--- config.mk ---
export PLATFORM = sky130hd
export DESIGN_NAME = pc_sequencer_flat
export DESIGN_NICKNAME = d
export VERILOG_FILES = /design/src/rtl/pc_sequencer_if.sv /design/src/rtl/pc_sequencer.sv /design/src/flat_wrapper.sv
export SDC_FILE = /design/constraint.sdc
export NUM_CORES = 1
export LEC_CHECK = 0
export ABC_CLOCK_PERIOD_IN_PS = 7400
export BUFFER_PORTS_ARGS = -buffer_cell sky130_fd_sc_hd__buf_2
export CAP_MARGIN = 20
export CORE_MARGIN = 4
export CORE_UTILIZATION = 40
export DETAILED_ROUTE_END_ITERATION = 12
export SYNTH_ARGS = -nofsm -noshare
export SYNTH_HDL_FRONTEND = slang
export SYNTH_SLANG_ARGS = --single-unit
--- constraint.sdc ---
create_clock -name clk -period 7.4 [get_ports clk]
set_input_delay 0.37 -clock clk [delete_from_list [all_inputs] [get_ports clk]]
set_output_delay 0.37 -clock clk [all_outputs]
set_load 0.02 [all_outputs]
--- src/rtl/pc_sequencer_if.sv ---
// Control and observation bundle for the program-counter sequencer.
// master drives the next-PC controls; slave is the sequencer itself.
interface pc_sequencer_if #(
  parameter int unsigned WIDTH = 32
);
  logic             enable;
  logic             stall;
  logic [2:0]       sel;
  logic [WIDTH-1:0] branch_offset;
  logic [WIDTH-1:0] target;
  logic             exception;
  logic [WIDTH-1:0] PC;
  logic [WIDTH-1:0] pc_plus_step;
  logic [WIDTH-1:0] epc;
  logic             redirect;
  logic             ras_empty;
  logic             ras_full;
  logic             ras_err;

  modport master (
    output enable, stall, sel, branch_offset, target, exception,
    input  PC, pc_plus_step, epc, redirect, ras_empty, ras_full, ras_err
  );

  modport slave (
    input  enable, stall, sel, branch_offset, target, exception,
    output PC, pc_plus_step, epc, redirect, ras_empty, ras_full, ras_err
  );
endinterface

--- src/rtl/pc_sequencer.sv ---
// Program-counter sequencer: sequential / branch / jump / load / call / ret
// next-PC selection with exception redirect and a circular return-address stack.
module pc_sequencer #(
  parameter int unsigned      WIDTH        = 32,
  parameter logic [WIDTH-1:0] RESET_VECTOR = WIDTH'(32'h0000_0000),
  parameter logic [WIDTH-1:0] EXC_VECTOR   = WIDTH'(32'h0000_0180),
  parameter int unsigned      STEP         = 4,
  parameter int unsigned      RAS_DEPTH    = 4
) (
  input logic           clk,
  input logic           reset,
  pc_sequencer_if.slave bus
);

  localparam int unsigned PtrW = $clog2(RAS_DEPTH);
  localparam int unsigned CntW = PtrW + 1;

  localparam logic [2:0] SelSeq    = 3'b000;
  localparam logic [2:0] SelBranch = 3'b001;
  localparam logic [2:0] SelJump   = 3'b010;
  localparam logic [2:0] SelLoad   = 3'b011;
  localparam logic [2:0] SelCall   = 3'b100;
  localparam logic [2:0] SelRet    = 3'b101;

  logic [WIDTH-1:0] pc_q, pc_d;
  logic [WIDTH-1:0] epc_q, epc_d;
  logic             redirect_q, redirect_d;
  logic             ras_err_q, ras_err_d;
  logic [CntW-1:0]  cnt_q, cnt_d;
  logic [PtrW-1:0]  ptr_q, ptr_d;   // next free slot; top of stack is ptr_q-1
  logic [WIDTH-1:0] ras_mem [RAS_DEPTH];

  logic             upd;
  logic             push;
  logic             ras_empty;
  logic             ras_full;
  logic [PtrW-1:0]  top_idx;
  logic [WIDTH-1:0] pc_plus;
  logic [WIDTH-1:0] tgt_aligned;

  assign pc_plus     = pc_q + WIDTH'(STEP);
  assign tgt_aligned = {bus.target[WIDTH-1:2], 2'b00};
  assign top_idx     = ptr_q - PtrW'(1);
  assign ras_empty   = (cnt_q == '0);
  assign ras_full    = (cnt_q == CntW'(RAS_DEPTH));
  // Exception overrides stall; neither matters without enable.
  assign upd         = bus.enable & (~bus.stall | bus.exception);

  // Next-state selection: exception first, then the sel-coded mode.
  always_comb begin
    pc_d       = pc_q;
    epc_d      = epc_q;
    redirect_d = 1'b0;
    ras_err_d  = 1'b0;
    cnt_d      = cnt_q;
    ptr_d      = ptr_q;
    push       = 1'b0;
    if (upd) begin
      if (bus.exception) begin
        pc_d       = EXC_VECTOR;
        epc_d      = pc_q;
        redirect_d = 1'b1;
      end else begin
        unique case (bus.sel)
          SelBranch: begin
            pc_d       = pc_plus + (bus.branch_offset << 2);
            redirect_d = 1'b1;
          end
          SelJump: begin
            pc_d       = tgt_aligned;
            redirect_d = 1'b1;
          end
          SelLoad: begin
            pc_d       = bus.target;
            redirect_d = 1'b1;
          end
          SelCall: begin
            pc_d       = tgt_aligned;
            redirect_d = 1'b1;
            push       = 1'b1;
            ptr_d      = ptr_q + PtrW'(1);
            // When full the write lands on the oldest slot, so count saturates.
            if (ras_full) begin
              ras_err_d = 1'b1;
            end else begin
              cnt_d = cnt_q + CntW'(1);
            end
          end
          SelRet: begin
            redirect_d = 1'b1;
            if (ras_empty) begin
              pc_d      = tgt_aligned;
              ras_err_d = 1'b1;
            end else begin
              pc_d  = ras_mem[top_idx];
              ptr_d = top_idx;
              cnt_d = cnt_q - CntW'(1);
            end
          end
          default: begin
            // SelSeq and the reserved codes
            pc_d = pc_plus;
          end
        endcase
      end
    end
  end

  // Architectural state; asynchronous active-low reset.
  always_ff @(posedge clk or negedge reset) begin
    if (!reset) begin
      pc_q       <= RESET_VECTOR;
      epc_q      <= '0;
      redirect_q <= 1'b0;
      ras_err_q  <= 1'b0;
      cnt_q      <= '0;
      ptr_q      <= '0;
    end else begin
      pc_q       <= pc_d;
      epc_q      <= epc_d;
      redirect_q <= redirect_d;
      ras_err_q  <= ras_err_d;
      cnt_q      <= cnt_d;
      ptr_q      <= ptr_d;
    end
  end

  // Stack storage needs no reset: count/pointer alone define validity.
  always_ff @(posedge clk) begin
    if (push) begin
      ras_mem[ptr_q] <= pc_plus;
    end
  end

  assign bus.PC           = pc_q;
  assign bus.pc_plus_step = pc_plus;
  assign bus.epc          = epc_q;
  assign bus.redirect     = redirect_q;
  assign bus.ras_err      = ras_err_q;
  assign bus.ras_empty    = ras_empty;
  assign bus.ras_full     = ras_full;

  // SelSeq is covered by the default branch.
  logic unused_sel_seq;
  assign unused_sel_seq = ^SelSeq;

endmodule

--- src/flat_wrapper.sv ---
// flat-port wrapper written by rule: the top's interface ports become plain ports
module pc_sequencer_flat 
#(
  parameter int unsigned      WIDTH        = 32,
  parameter logic [WIDTH-1:0] RESET_VECTOR = WIDTH'(32'h0000_0000),
  parameter logic [WIDTH-1:0] EXC_VECTOR   = WIDTH'(32'h0000_0180),
  parameter int unsigned      STEP         = 4,
  parameter int unsigned      RAS_DEPTH    = 4
)
  (clk, reset, bus_enable, bus_stall, bus_sel, bus_branch_offset, bus_target, bus_exception, bus_PC, bus_pc_plus_step, bus_epc, bus_redirect, bus_ras_empty, bus_ras_full, bus_ras_err);
  pc_sequencer_if #(.WIDTH(WIDTH)) bus_i ();
  input logic clk;
  input logic reset;
  input wire logic [$bits(bus_i.enable)-1:0] bus_enable;
  input wire logic [$bits(bus_i.stall)-1:0] bus_stall;
  input wire logic [$bits(bus_i.sel)-1:0] bus_sel;
  input wire logic [$bits(bus_i.branch_offset)-1:0] bus_branch_offset;
  input wire logic [$bits(bus_i.target)-1:0] bus_target;
  input wire logic [$bits(bus_i.exception)-1:0] bus_exception;
  output wire logic [$bits(bus_i.PC)-1:0] bus_PC;
  output wire logic [$bits(bus_i.pc_plus_step)-1:0] bus_pc_plus_step;
  output wire logic [$bits(bus_i.epc)-1:0] bus_epc;
  output wire logic [$bits(bus_i.redirect)-1:0] bus_redirect;
  output wire logic [$bits(bus_i.ras_empty)-1:0] bus_ras_empty;
  output wire logic [$bits(bus_i.ras_full)-1:0] bus_ras_full;
  output wire logic [$bits(bus_i.ras_err)-1:0] bus_ras_err;
  assign bus_i.enable = bus_enable;
  assign bus_i.stall = bus_stall;
  assign bus_i.sel = bus_sel;
  assign bus_i.branch_offset = bus_branch_offset;
  assign bus_i.target = bus_target;
  assign bus_i.exception = bus_exception;
  assign bus_PC = bus_i.PC;
  assign bus_pc_plus_step = bus_i.pc_plus_step;
  assign bus_epc = bus_i.epc;
  assign bus_redirect = bus_i.redirect;
  assign bus_ras_empty = bus_i.ras_empty;
  assign bus_ras_full = bus_i.ras_full;
  assign bus_ras_err = bus_i.ras_err;
  pc_sequencer #(.WIDTH(WIDTH), .RESET_VECTOR(RESET_VECTOR), .EXC_VECTOR(EXC_VECTOR), .STEP(STEP), .RAS_DEPTH(RAS_DEPTH)) u_core (.clk(clk), .reset(reset), .bus(bus_i));
endmodule
# ---- Word level (Yosys, flattened, before mapping)
# Memories as Yosys holds them, arrays and structs flattened.
# Cells that the tools add are included.
dict set report totals {
  mem_count 1
  ram_bits 128
  reg_bits 71
  inputBits 72
  out_inout_bits 100
}
# name depth word_bits read_ports rd_clocked_by_memory_dff wr line
set memory_table {}
lappend memory_table {u_core.ras_mem 4 32 1 0 1 pc_sequencer.sv:31} ;# logic [WIDTH-1:0] ras_mem [RAS_DEPTH];
dict set report op_classes {
  eq_ne 8
  n_bitwise 4
  reduce_logical 7
  muxes 21
  addsub 6
}
# op count
set ops {}
lappend ops {{$pmux W32 S4} 1}
lappend ops {{$mux W32} 2}
lappend ops {{$add A32 B3 Y32 const B} 1}
lappend ops {{$add A32 B32 Y32} 1}
lappend ops {{$mux W1} 12}
lappend ops {{$eq A3 B3 Y1 const B} 3}
lappend ops {{$eq A3 B2 Y1 const B} 2}
lappend ops {{$mux W3} 2}
lappend ops {{$pmux W3 S2} 1}
lappend ops {{$reduce_and A5 Y1} 1}
lappend ops {{$reduce_or A5 Y1} 1}
lappend ops {{$ne A2 B2 Y1 const B} 2}
lappend ops {{$pmux W2 S2} 1}
lappend ops {{$reduce_and A4 Y1} 1}
lappend ops {{$add A3 B1 Y3 const B} 1}
lappend ops {{$eq A3 B1 Y1 const B} 1}
lappend ops {{$logic_not A3 Y1} 1}
lappend ops {{$sub A3 B1 Y3 const B} 1}
lappend ops {{$add A2 B1 Y2 const B} 1}
lappend ops {{$mux W2} 1}
lappend ops {{$not A1 Y1} 2}
lappend ops {{$pmux W1 S2} 1}
lappend ops {{$reduce_and A2 Y1} 1}
lappend ops {{$reduce_bool A2 Y1} 1}
lappend ops {{4 further kinds} 4}

# ---- Depth between registers and ports, before layout
# Gate-level depths: netlist of run 1.
dict set report logic_depth {
  ltp_word 6
  depth_mapped 17
}

# ---- Worst setup path after synthesis of run 1
# Ideal clock, no wire load.
dict set report synth_timing {
  path_kind {reg2reg}
  startpoint {reg u_core.pc_q[4] (netlist: u_core.bus.PC[4])}
  endpoint {reg u_core.pc_q[30] (netlist: u_core.bus.PC[30])}
  slack_ns 2.933
  path_buffers 1
  arrival_time_ns 4.336
  t_required_ns 7.269
  setup_ns 0.131
  stages_incl_launch_ff 18
  period_less_slack_ns 4.467
  cell_sequence {dfrtp_1 > buf_4 > and4_1 > and2_4 > and3_1 > and3_1 > nand3_1 > xnor2_1 > ha_1 > a21o_1 > a21o_1 > a21o_1 > a2111o_1 > a31oi_1 > o21ai_0 > a21oi_2 > o41ai_1 > or3_1}
}
dict set report synth_via {
  elab_chain_cells 4
}
# element line
set synth_lines {}
lappend synth_lines {{start, declared} pc_sequencer.sv:25} ;# logic [WIDTH-1:0] pc_q, pc_d;
lappend synth_lines {{start signal, assigned} pc_sequencer.sv:119} ;# pc_q <= pc_d;
lappend synth_lines {{$add A32 B3 Y32} pc_sequencer.sv:41} ;# assign pc_plus = pc_q + WIDTH'(STEP);
lappend synth_lines {{via bus_pc_plus_step[13]} flat_wrapper.sv:21} ;# output wire logic [$bits(bus_i.pc_plus_step)-1:0] bus_pc_plus_step;
lappend synth_lines {{$add A32 B32 Y32} pc_sequencer.sv:66} ;# pc_d = pc_plus + (bus.branch_offset << 2);
lappend synth_lines {{$pmux W32 S4} pc_sequencer.sv:64} ;# unique case (bus.sel)
lappend synth_lines {{$mux W32} pc_sequencer.sv:59} ;# if (bus.exception) begin
# The timed path passes the listed nets, and every way through them passes these cells.
# A chain may end at the register's enable or synchronous reset.

# ---- Final worst setup path of run 1
dict set report layout_timing {
  startpoint {reg u_core.pc_q[4] (netlist: u_core.bus.PC[4])}
  endpoint {reg u_core.pc_q[30] (netlist: u_core.bus.PC[30])}
}
dict set report layout_via {
  elab_chain_cells 4
}
# element line
set layout_lines {}
lappend layout_lines {{$add A32 B3 Y32 (*)} pc_sequencer.sv:41}
lappend layout_lines {{$add A32 B32 Y32} pc_sequencer.sv:66}
lappend layout_lines {{$pmux W32 S4 (*)} pc_sequencer.sv:64}
lappend layout_lines {{$mux W32 (*)} pc_sequencer.sv:59}
# Mark *: on every way between the ends. The rest lies on a longest branch, timed or not.

==> qor.csv, run 1 <==
stage,metric,value,unit
power,static leakage,0.00501,uW
drt,drt pass-1 iters,7,
power,Logic pwr share,35.0,%
sta,Slew HR,34.7,%
outcome,status,"complete, no violations",
logic_synthesis,Syn Nets,958,
worst_setup_path,CP Data Arrival Time,5.24,ns
logic_synthesis,Post-Syn Area per Cell,12.4,sq um
logic_synthesis,sequential area share after synthesis,54.0,%
placement,Place WS,2.55,ns
logic_synthesis,Synth Register Bits,199,
grt,GR Util met3,3.68,%
drt,DR vias,7871,
sta,skew final,0.0136,ns
logic_synthesis,Synth Instances,843,
power,Cell Pwr Density,288,nW/um^2
clock_tree,"Clk pin slew, worst setup/hold paths",0.07,ns
final_layout,Layout Cells excl Fill,1351,
clock_tree,worst-skew pair later-pin latency,0.44,ns
power,Worst IR Drop VDD,0.143,mV
final_layout,most frequent cells in the layout,"buf_2, edfxtp_1, nand2_1",
drt,wire length per cell,22.6,microns
logic_synthesis,yosys warns,0,
sta,setup violators final,0,
sta,Least-Margin Pin Slew,0.979,ns
logic_synthesis,async set-or-reset flop fraction in the synthesized netlist,35.7,%
clock_tree,clk buf depth,2,
grt,largest net degree at the start of global routing,72,
sta,Tcrit/Tclk final,66.6,%
clock_tree,post-CTS setup buffer count,0,
worst_setup_path,kind of critical path,reg2reg,
clock_tree,CTS tree,yes,
drt,via density per instance,5.83,
drt,DRT iter0 DRCs,856,
drt,post-route ant nets,0,
logic_synthesis,Synth area leader,edfxtp_1,
logic_synthesis,"EDFF count, synth",128,
grt,grt met1 use,30.6,%
power,Internal,2240,uW
final_layout,"commonest non-fill, non-tap cell in the layout",buf_2,
die,die height,169,microns
power,switching share of power,35.9,%
final_layout,ratio of cells with drive above 1 in the final layout,27.8,%
worst_setup_path,Worst EP required,7.72,ns
sta,Setup Total Neg Slack,0,ns
drt,Post-Route WL,30.5,mm
final_layout,Final #Nets,1122,
logic_synthesis,unique cell type count in the Yosys netlist,66,
grt,vias in the first global route,7620,
die,die width,169,microns
logic_synthesis,Main synth FF type,edfxtp_1,
logic_synthesis,Synth top area share,36.9,%
sta,min Tclk post-route,4.93,ns
die,IO Count,172,
worst_setup_path,kind of end point of the critical path,register,
drt,DRC violations left,0,
hold_path,Min-Delay Path Class,in2async,
grt,global-route wire length before repair,46.1,mm
job,max cap viols,0,
worst_setup_path,Startpoint Class,register,
placement,routability cong.,0.893,
sta,Fin. Hold Viols,0,
sta,Setup WS post-layout,2.47,ns
worst_setup_path,crit path max fanout,9,
grt,met2 GRT Util,33.5,%
placement,placed cells,1318,
logic_synthesis,top area cells in the synthesized netlist,"edfxtp_1, dfrtp_1, mux4_2",
die,DIE AREA,28700,sq um
sta,unrepaired setup endpoints after global routing,no,
sta,Max Freq,0.203,GHz
grt,GR peak layer,met2,
die,# rows,58,
power,Flop pwr share,39.7,%
final_layout,Area Growth Syn to Fin,17.0,%
clock_tree,clock sink count,199,
clock_tree,CTS resizes,0,
grt,GRT overflow,0,
clock_tree,# H-tree levels,4,
placement,port bufs,169,
die,core outline area,25400,sq um
power,Clock Power Share,25.3,%
sta,Pins Over Slew Limit,0,
die,Starting Density,41.0,%
logic_synthesis,Mapped Area,10400,sq um
sta,final hold slack,0.0984,ns
clock_tree,hold buffer count at CTS,0,
grt,initial antenna violation count,1,
grt,GRT Overall Usage,21.3,%
clock_tree,CTS Buf Count,17,
power,P_sw,1260,uW
placement,post-detail-place hpwl,21.9,mm
clock_tree,Root Driver,clkbuf_16,
[cells in the mapped netlist, types with 6 or more instances]
cell and count:
a21o_1 10, a21oi_1 43, a221o_1 10, a221oi_1 17, a22oi_1 11, a31oi_1 10
and3_1 14, clkbuf_1 27, dfrtp_1 71, edfxtp_1 128, ha_1 41, inv_1 21
mux2_2 26, mux4_2 32, nand2_1 71, nand2b_1 9, nand3_1 24, nor2_1 47
nor2b_1 8, nor3_1 12, o21ai_0 55, o31ai_1 6, xnor2_1 37, xor2_1 16
[through the flow]
stage / utilization (%) / instance area (sq um) / power, uW
floorplan: - / 10400 / 2260
global placement: 45.8 / 11600 / 2620
detailed placement: 45.8 / 11600 / 2640
CTS: 47.9 / 12200 / 3520
global route: 47.9 / 12200 / 3670
finish: 47.9 / 12200 / 3500
[critical path, stage by stage, from the launching register on]
cell,delay [ns]
dfrtp_1,0.50
and4_1,0.27
and2_4,0.19
and3_1,0.27
and3_1,0.24
nand3_1,0.11
xnor2_1,0.61
ha_1,0.37
a21o_1,0.20
a21o_1,0.18
a21o_1,0.18
a2111o_1,0.40
a31oi_1,0.37
o21ai_0,0.19
a21oi_2,0.30
o41ai_1,0.09
or3_1,0.32
[registers in the layout (all words and copies together), names as in the netlist]
register,flops
u_core.ptr_q,2
u_core.ras_mem,128
u_core.bus.epc,32
u_core.bus.PC,32
u_core.bus.ras_err,1
u_core.cnt_q,3
u_core.bus.redirect,1
[cell families after synthesis]
| family | Yosys count | share of synthesized area (%) |
|---|---|---|
| compound gates | 212 | 13.5 |
| simple gates | 212 | 10.0 |
| flops | 199 | 54.0 |
| mux | 63 | 10.2 |
| buf+inv | 60 | 2.32 |
| xor+xnor | 54 | 4.61 |
| fa+ha+maj | 43 | 5.31 |
[final timing paths]
check	start	endpoint	slack [ns]	cells past startpoint
max in group asynchronous	reset	u_core.ptr_q[0]	6.64	1
max	u_core.bus.PC[4]	u_core.bus.PC[30]	2.47	16
min reg2reg	u_core.bus.epc[30]	u_core.bus.epc[30]	0.48	2
min	reset	u_core.bus.epc[11]	0.1	1
max reg2reg	u_core.bus.PC[4]	u_core.bus.PC[30]	2.47	16
min in group clk	bus_target[0]	u_core.bus.PC[0]	0.25	3
[power by group through the flow]
stage / clock network [uW] / registers [uW] / logic, uW
after floorplan: 0 / 1460 / 792
after global placement: 0 / 1410 / 1210
after detailed placement: 0 / 1410 / 1220
after CTS: 904 / 1390 / 1230
after global routing: 943 / 1400 / 1330
final: 886 / 1390 / 1220
[per-layer routing]
layer / wire length, microns / part of all wire, % / vias to the layer above
met5: 0 / 0 / -
met4: 609 / 2.0 / 0
met3: 2130 / 7.0 / 39
met2: 14200 / 46 / 325
met1: 13600 / 45 / 3940
li1: - / - / 3567
[layout make-up]
cell class,count,area (sq um)
Clock buffer,19,433
Inverter,21,78.8
Tap cell,330,413
Fill cell,2299,13200
Antenna cell,1,2.50
Timing Repair Buffer,184,961
Multi-Input combinational cell,584,4560
Clock inverter,13,108
Sequential cell,199,5620
Note: power is estimated with default switching activity, not from simulation.
==> run 2: changes to the inputs <==
--- a/config.mk
+++ b/config.mk
@@ -5,7 +5,8 @@
 export SDC_FILE = /design/constraint.sdc
 export NUM_CORES = 1
 export LEC_CHECK = 0
-export ABC_CLOCK_PERIOD_IN_PS = 7400
+export ABC_AREA = 1
+export ABC_CLOCK_PERIOD_IN_PS = 4210
 export BUFFER_PORTS_ARGS = -buffer_cell sky130_fd_sc_hd__buf_2
 export CAP_MARGIN = 20
 export CORE_MARGIN = 4
==> constraint.sdc (replaced) <==
create_clock -name clk -period 4.21 [get_ports clk]
set_input_delay 0.2105 -clock clk [delete_from_list [all_inputs] [get_ports clk]]
set_output_delay 0.2105 -clock clk [all_outputs]
set_load 0.02 [all_outputs]
==> run 2 against run 1 <==
Effect of this change:
- critical path depth rose by 3
- area after synthesis rose by 9.9%
- clock skew barely moved
- fmax rose by 42%
- sequential cell count did not move
- die area rose by 9.4%
- largest power group is now combinational cells
- critical endpoint unchanged
- sequential power rose by 74%
- non-clock buffer count rose by 8
- routed wire length rose by 20%
- register-to-register slack got worse by 1.7 ns
- sequential share of layout area fell by 4.0 points
==> qor.csv, run 2 <==
stage,metric,value,unit
outcome,status,"complete, no violations",
power,Cell Pwr Density,485,nW/um^2
final_layout,most frequent cells in the layout,"nand2_1, buf_2, inv_1",
grt,vias in the first global route,9486,
die,IO Count,172,
sta,Max Freq,0.289,GHz
logic_synthesis,async set-or-reset flop fraction in the synthesized netlist,35.7,%
logic_synthesis,largest family of logic cells by synthesized area,simple AND/OR/NAND/NOR gates,
logic_synthesis,Synth Register Bits,199,
logic_synthesis,Synth area leader,edfxtp_1,
drt,via density per instance,5.21,
worst_setup_path,Worst EP required,4.59,ns
grt,largest net degree at the start of global routing,72,
clock_tree,"Clk pin slew, worst setup/hold paths",0.08,ns
worst_setup_path,kind of critical path,reg2reg,
logic_synthesis,Main synth FF type,edfxtp_1,
logic_synthesis,Synth Area in Simple Gates,23.9,%
logic_synthesis,unique cell type count in the Yosys netlist,47,
final_layout,"commonest non-fill, non-tap cell in the layout",nand2_1,
worst_setup_path,most frequent CP cell,nand2_1,
logic_synthesis,Synth Area in Adders,4.83,%
grt,GRT overflow,0,
logic_synthesis,top post-synthesis cells by count,"nand2_1, inv_1, nor2_1, edfxtp_1, o21ai_0",
grt,initial antenna violation count,0,
logic_synthesis,Post-Syn Area per Cell,8.42,sq um
drt,DRT iter0 DRCs,760,
logic_synthesis,yosys warns,0,
grt,GRT Overall Usage,23.5,%
power,Power Total,6460,uW
logic_synthesis,most common cell in the netlist,nand2_1,
drt,WL met1,16.6,mm
worst_setup_path,kind of end point of the critical path,register,
drt,DR vias,9984,
sta,Slew HR,25.1,%
final_layout,Final #Nets,1638,
worst_setup_path,CP Cell Sequence,"nand2_1, nor2_2, nand3_2, nor3_4, nand2_2, o21ai_1, nand2_1, ha_1, a21oi_1, o21ai_0, nand2_1, nand2_1, a21oi_1, nand2_1, nand2_1, nand3_1, nand2_1, nand2_1, nand2_1",
sta,Setup Total Neg Slack,0,ns
final_layout,Util after Layout,47.6,%
logic_synthesis,Syn Nets,1474,
drt,DRC violations left,0,
hold_path,Min-Delay Path Class,in2reg,
sta,min Tclk post-route,3.46,ns
clock_tree,# H-tree levels,4,
die,die width,177,microns
clock_tree,worst-skew pair later-pin latency,0.44,ns
logic_synthesis,Synth top area share,33.6,%
worst_setup_path,Startpoint Class,register,
job,max cap viols,0,
clock_tree,clock sink count,199,
drt,wire length per cell,19.2,microns
sta,skew final,0.0141,ns
clock_tree,Root Driver,clkbuf_16,
final_layout,Area Growth Syn to Fin,16.5,%
drt,Post-Route WL,36.8,mm
die,Starting Density,40.9,%
drt,metal2 WL,16.6,mm
logic_synthesis,Compound-Gate Fraction of Synth Area,12.3,%
final_layout,max FFs per register,128,
clock_tree,CTS Buf Count,17,
drt,metal3 WL,2.82,mm
logic_synthesis,sequential area share after synthesis,49.1,%
worst_setup_path,CP peak stage delay,0.48,ns
sta,Least-Margin Pin Slew,1.11,ns
sta,unrepaired setup endpoints after global routing,no,
sta,Tcrit/Tclk final,82.3,%
worst_setup_path,crit path max fanout,6,
final_layout,ratio of cells with drive above 1 in the final layout,19.1,%
drt,drt pass-1 iters,5,
logic_synthesis,"EDFF count, synth",128,
sta,final hold slack,0.113,ns
die,die height,177,microns
die,DIE AREA,31400,sq um
final_layout,Reg with most FFs,u_core.ras_mem,
logic_synthesis,Synth Instances,1359,
logic_synthesis,mux contribution to synthesized area,0.984,%
placement,port bufs,169,
drt,top routing layer used,met4,
power,static leakage,0.00619,uW
logic_synthesis,xor-xnor portion of the synthesized cell area,1.75,%
grt,global-route wire length before repair,55.8,mm
placement,routability cong.,0.927,
sta,setup violators final,0,
clock_tree,CTS tree,yes,
clock_tree,CTS resizes,0,
logic_synthesis,Mapped Area,11400,sq um
power,Worst IR Drop VDD,0.259,mV
logic_synthesis,top area cells in the synthesized netlist,"edfxtp_1, dfrtp_1, nand2_1",
clock_tree,clk buf depth,2,
drt,post-route ant nets,0,
sta,Fin. Hold Viols,0,
worst_setup_path,CP max stage cell,dfrtp_1,
die,core outline area,28000,sq um
placement,post-detail-place hpwl,27.4,mm
worst_setup_path,CP Data Arrival Time,3.84,ns
die,# rows,61,
sta,Pins Over Slew Limit,0,
## run 2: cell types whose count changed in the layout (fill, tap and decap cells not counted), sizes merged, moves of 10 or more
cell   before  now
xnor2      38    0
o22ai       4   28
a22oi      11    0
mux4       32    0
nand2      71  376
inv        30  161
mux2       26   10
nand3      25   68
o21ai      57  123
a221o      10    0
a31oi      10    0
and3       14    1
nor2       47  162
## run 2: per-layer routing
| metal | vias up | GRT usage, % |
|---|---|---|
| li1 | 4875 | - |
| met4 | 0 | 5.64 |
| met2 | 391 | 37.1 |
| met1 | 4683 | 34.1 |
| met3 | 35 | 3.89 |
| met5 | - | 0 |
## run 2: cell type report
cell class                      count  area (sq um)
Inverter                          155           582
Fill cell                        2782         14700
Antenna cell                        1          2.50
Clock buffer                       18           429
Multi-Input combinational cell    958          5050
Tap cell                          378           473
Sequential cell                   199          5620
Clock inverter                     14           119
Timing Repair Buffer              192          1050
## run 2: through the flow
step / setup WS (ns) / std cells / cell area [sq um]
final: 0.745 / 1915 / 13300
after floorplan: 1.08 / 1359 / 11400
after detailed placement: 0.877 / 1880 / 12700
after global routing: 0.401 / 1914 / 13300
after CTS: 0.849 / 1913 / 13300
after global placement: 0.893 / 1879 / 12700
## run 2: cell families (layout without fill, tap and decap cells)
group	count (synthesis)	in the layout
other	0	1
xor gates and xnor gates	22	22
DFF	199	199
and+or+nand+nor	648	648
buffers and inverters	202	379
AOI/OAI and AO/OA	235	235
muxes	10	10
adders and majority gates	43	43
## run 2: timing repair
| item | CTS | global route |
|---|---|---|
| hold buffers | 1 | 0 |
| setup buffers | 0 | 0 |
| endpoints found under the hold margin | 71 | 0 |
## run 2: report_power, final
part | total, uW | switching [uW] | internal [uW]
sequential | 2420 | 166 | 2250
combinational | 2510 | 1730 | 775
clock | 1530 | 761 | 773
total | 6460 | 2660 | 3800
## run 2: final timing paths
kind / from / end / slack (ns) / cells past startpoint
max in group asynchronous: reset / u_core.ptr_q[0] / 3.04 / 2
hold / removal: bus_target[29] / u_core.bus.PC[29] / 0.11 / 5
hold reg to reg: u_core.cnt_q[2] / u_core.cnt_q[2] / 0.47 / 1
setup reg to reg: u_core.bus.PC[9] / u_core.bus.PC[30] / 0.75 / 19
setup / recovery: u_core.bus.PC[9] / u_core.bus.PC[30] / 0.75 / 19
min in group asynchronous: reset / u_core.bus.epc[3] / 0.47 / 2
## run 2: worst max-delay path: cells and delay by family (launching register included)
kind            cells  cell delay (ns)
flops               1             0.48
compound gates      4             0.72
fa+ha+maj           1             0.44
simple gates       14             1.73
==> run 3: changes to the inputs <==
--- a/config.mk
+++ b/config.mk
@@ -6,7 +6,7 @@
 export NUM_CORES = 1
 export LEC_CHECK = 0
 export ABC_AREA = 1
-export ABC_CLOCK_PERIOD_IN_PS = 4210
+export ABC_CLOCK_PERIOD_IN_PS = 3600
 export BUFFER_PORTS_ARGS = -buffer_cell sky130_fd_sc_hd__buf_2
 export CAP_MARGIN = 20
 export CORE_MARGIN = 4
==> constraint.sdc (replaced) <==
create_clock -name clk -period 3.6 [get_ports clk]
set_input_delay 0.18 -clock clk [delete_from_list [all_inputs] [get_ports clk]]
set_output_delay 0.18 -clock clk [all_outputs]
set_load 0.02 [all_outputs]
==> run 3 against run 2 <==
Effect of this change:
- cell area is 1.2% higher
- sequential power is 15% higher
- clock skew is 0.0036 ns lower
- combinational power is 20% higher
- core utilization is 0.59 points higher
- register-to-register slack worse by 0.49 ns
- die area stayed put
- worst setup slack worse by 0.49 ns
- critical path depth is 3 lower
- routed wire length is 1.3% higher
- hold slack worse by 0.032 ns
- final cell count is 0.84% higher
- largest cell class unchanged
- highest routed layer unchanged
==> qor.csv, run 3 (synthesized netlist as in run 2, its figures left out) <==
stage,metric,value,unit
outcome,status,"complete, no violations",
grt,initial antenna violation count,0,
worst_setup_path,reg2reg end,u_core.bus.PC[29],
worst_setup_path,reg-to-reg critical path startpoint,u_core.bus.PC[14],
worst_setup_path,CP peak stage delay,0.55,ns
final_layout,"commonest non-fill, non-tap cell in the layout",nand2_1,
placement,port bufs,169,
grt,global-route wire length before repair,55.9,mm
die,Starting Density,40.9,%
final_layout,ratio of cells with drive above 1 in the final layout,20.3,%
hold_path,Min-Delay Path Class,in2reg,
die,DIE AREA,31400,sq um
drt,DRC violations left,0,
sta,setup violators final,0,
final_layout,Layout Cells excl Fill,1931,
die,IO Count,172,
job,max cap viols,0,
power,Cell Pwr Density,568,nW/um^2
clock_tree,Root Driver,clkbuf_16,
final_layout,Reg with most FFs,u_core.ras_mem,
sta,Pins Over Slew Limit,0,
drt,wire length per cell,19.3,microns
final_layout,Final #Nets,1655,
clock_tree,worst-skew pair later-pin latency,0.43,ns
clock_tree,CTS Buf Count,17,
hold_path,Hold Path Sink,u_core.bus.redirect,
sta,Max Freq,0.299,GHz
worst_setup_path,Worst EP required,3.92,ns
worst_setup_path,crit path max fanout,6,
clock_tree,post-CTS setup buffer count,0,
power,Worst IR Drop VDD,0.381,mV
drt,DRT iter0 DRCs,812,
worst_setup_path,kind of critical path,reg2reg,
sta,Least-Margin Pin Slew,1.21,ns
clock_tree,CTS tree,yes,
sta,unrepaired setup endpoints after global routing,yes,
worst_setup_path,CP Cell Sequence,"nand2_1, nor2_1, nand2_1, nor2_4, xor2_1, ha_1, nand2_1, inv_1, a21oi_1, o21ai_1, a21oi_1, nand3_1, nand3_1, nand2_1, nand2_1, nand2_1",
placement,routability cong.,0.962,
placement,Place WS,0.246,ns
final_layout,Area Growth Syn to Fin,17.9,%
grt,largest net degree at the start of global routing,72,
power,static leakage,0.00630,uW
sta,min Tclk post-route,3.35,ns
grt,GRT overflow,0,
worst_setup_path,CP max stage cell,dfrtp_1,
clock_tree,clock sink count,199,
die,# rows,61,
final_layout,max FFs per register,128,
drt,drt pass-1 iters,5,
drt,post-route ant nets,0,
sta,skew final,0.0105,ns
hold_path,hold_sp,bus_exception,
hold_path,Min-Delay Path Depth,3,
clock_tree,clk buf depth,2,
sta,Setup WS post-layout,0.254,ns
sta,Setup Total Neg Slack,0,ns
grt,GRT Overall Usage,23.6,%
sta,Fin. Hold Viols,0,
die,die width,177,microns
grt,vias in the first global route,9581,
clock_tree,# H-tree levels,4,
worst_setup_path,CP Data Arrival Time,3.67,ns
worst_setup_path,flop-to-flop setup slack,0.25,ns
drt,Post-Route WL,37.3,mm
clock_tree,"Clk pin slew, worst setup/hold paths",0.07,ns
sta,Slew HR,19.0,%
drt,DR vias,10200,
drt,via density per instance,5.28,
sta,Tcrit/Tclk final,92.9,%
power,Power Total,7670,uW
worst_setup_path,Startpoint Class,register,
worst_setup_path,R2R depth,16,
die,die height,177,microns
final_layout,most frequent cells in the layout,"nand2_1, buf_2, inv_1",
worst_setup_path,most frequent CP cell,nand2_1,
worst_setup_path,kind of end point of the critical path,register,
die,core outline area,28000,sq um
final_layout,Antenna diodes,0,
placement,post-detail-place hpwl,27.8,mm
placement,placed cells,1898,
-- run 3: layout make-up --
type                       instances  area, sq um
clock buffer                      25          505
timing repair buffer             209         1160
clock inverter                     7         67.6
inverter                         155          582
fill                            2724        14500
multi-input combinational        958         5080
tap                              378          473
sequential                       199         5620
-- run 3: worst max path at each step --
| stage | startpoint | end |
|---|---|---|
| CTS | u_core.bus.PC[3] | u_core.bus.PC[30] |
| global placement | u_core.bus.PC[2] | u_core.bus.PC[30] |
| floorplan | u_core.bus.PC[2] | u_core.bus.PC[29] |
| detailed placement | u_core.bus.PC[3] | u_core.bus.PC[30] |
| global route | u_core.bus.PC[3] | u_core.bus.PC[26] |
| finish | u_core.bus.PC[14] | u_core.bus.PC[29] |
-- run 3: worst max-delay path, delay by kind of cell (launching register included) --
family          cells  cell delay, ns
compound gates      3            0.61
xor+xnor            1            0.40
fa+ha+maj           1            0.35
buf+inv             1            0.06
flops               1            0.55
simple gates       10            1.26
-- run 3: power breakdown --
part / internal [uW] / switching, uW
logic: 935 / 2090
registers: 2640 / 141
clock network: 1050 / 813
-- run 3: metrics by stage --
stage                     util (%)  instance area [sq um]  hold WS (ns)
after CTS                     48.1                  13500        0.0697
after global routing          48.2                  13500        0.0964
after floorplan                  -                  11400        -0.116
after global placement        46.0                  12900         0.398
after detailed placement      46.0                  12900         0.399
final                         48.2                  13500        0.0809
-- run 3: repair_timing --
action                                  CTS  global route
endpoints found under the setup margin    0            10
hold buffers                              1             0
endpoints found under the hold margin    71             0
resized for setup                         0             8
-- run 3: metal layers --
layer | routed length, microns | up-vias | global-route usage [%]
li1 | - | 4889 | -
met1 | 16600 | 4853 | 34.6
met2 | 17000 | 405 | 37.3
met3 | 2910 | 42 | 3.14
met4 | 777 | 0 | 6.06
met5 | 0 | - | 0
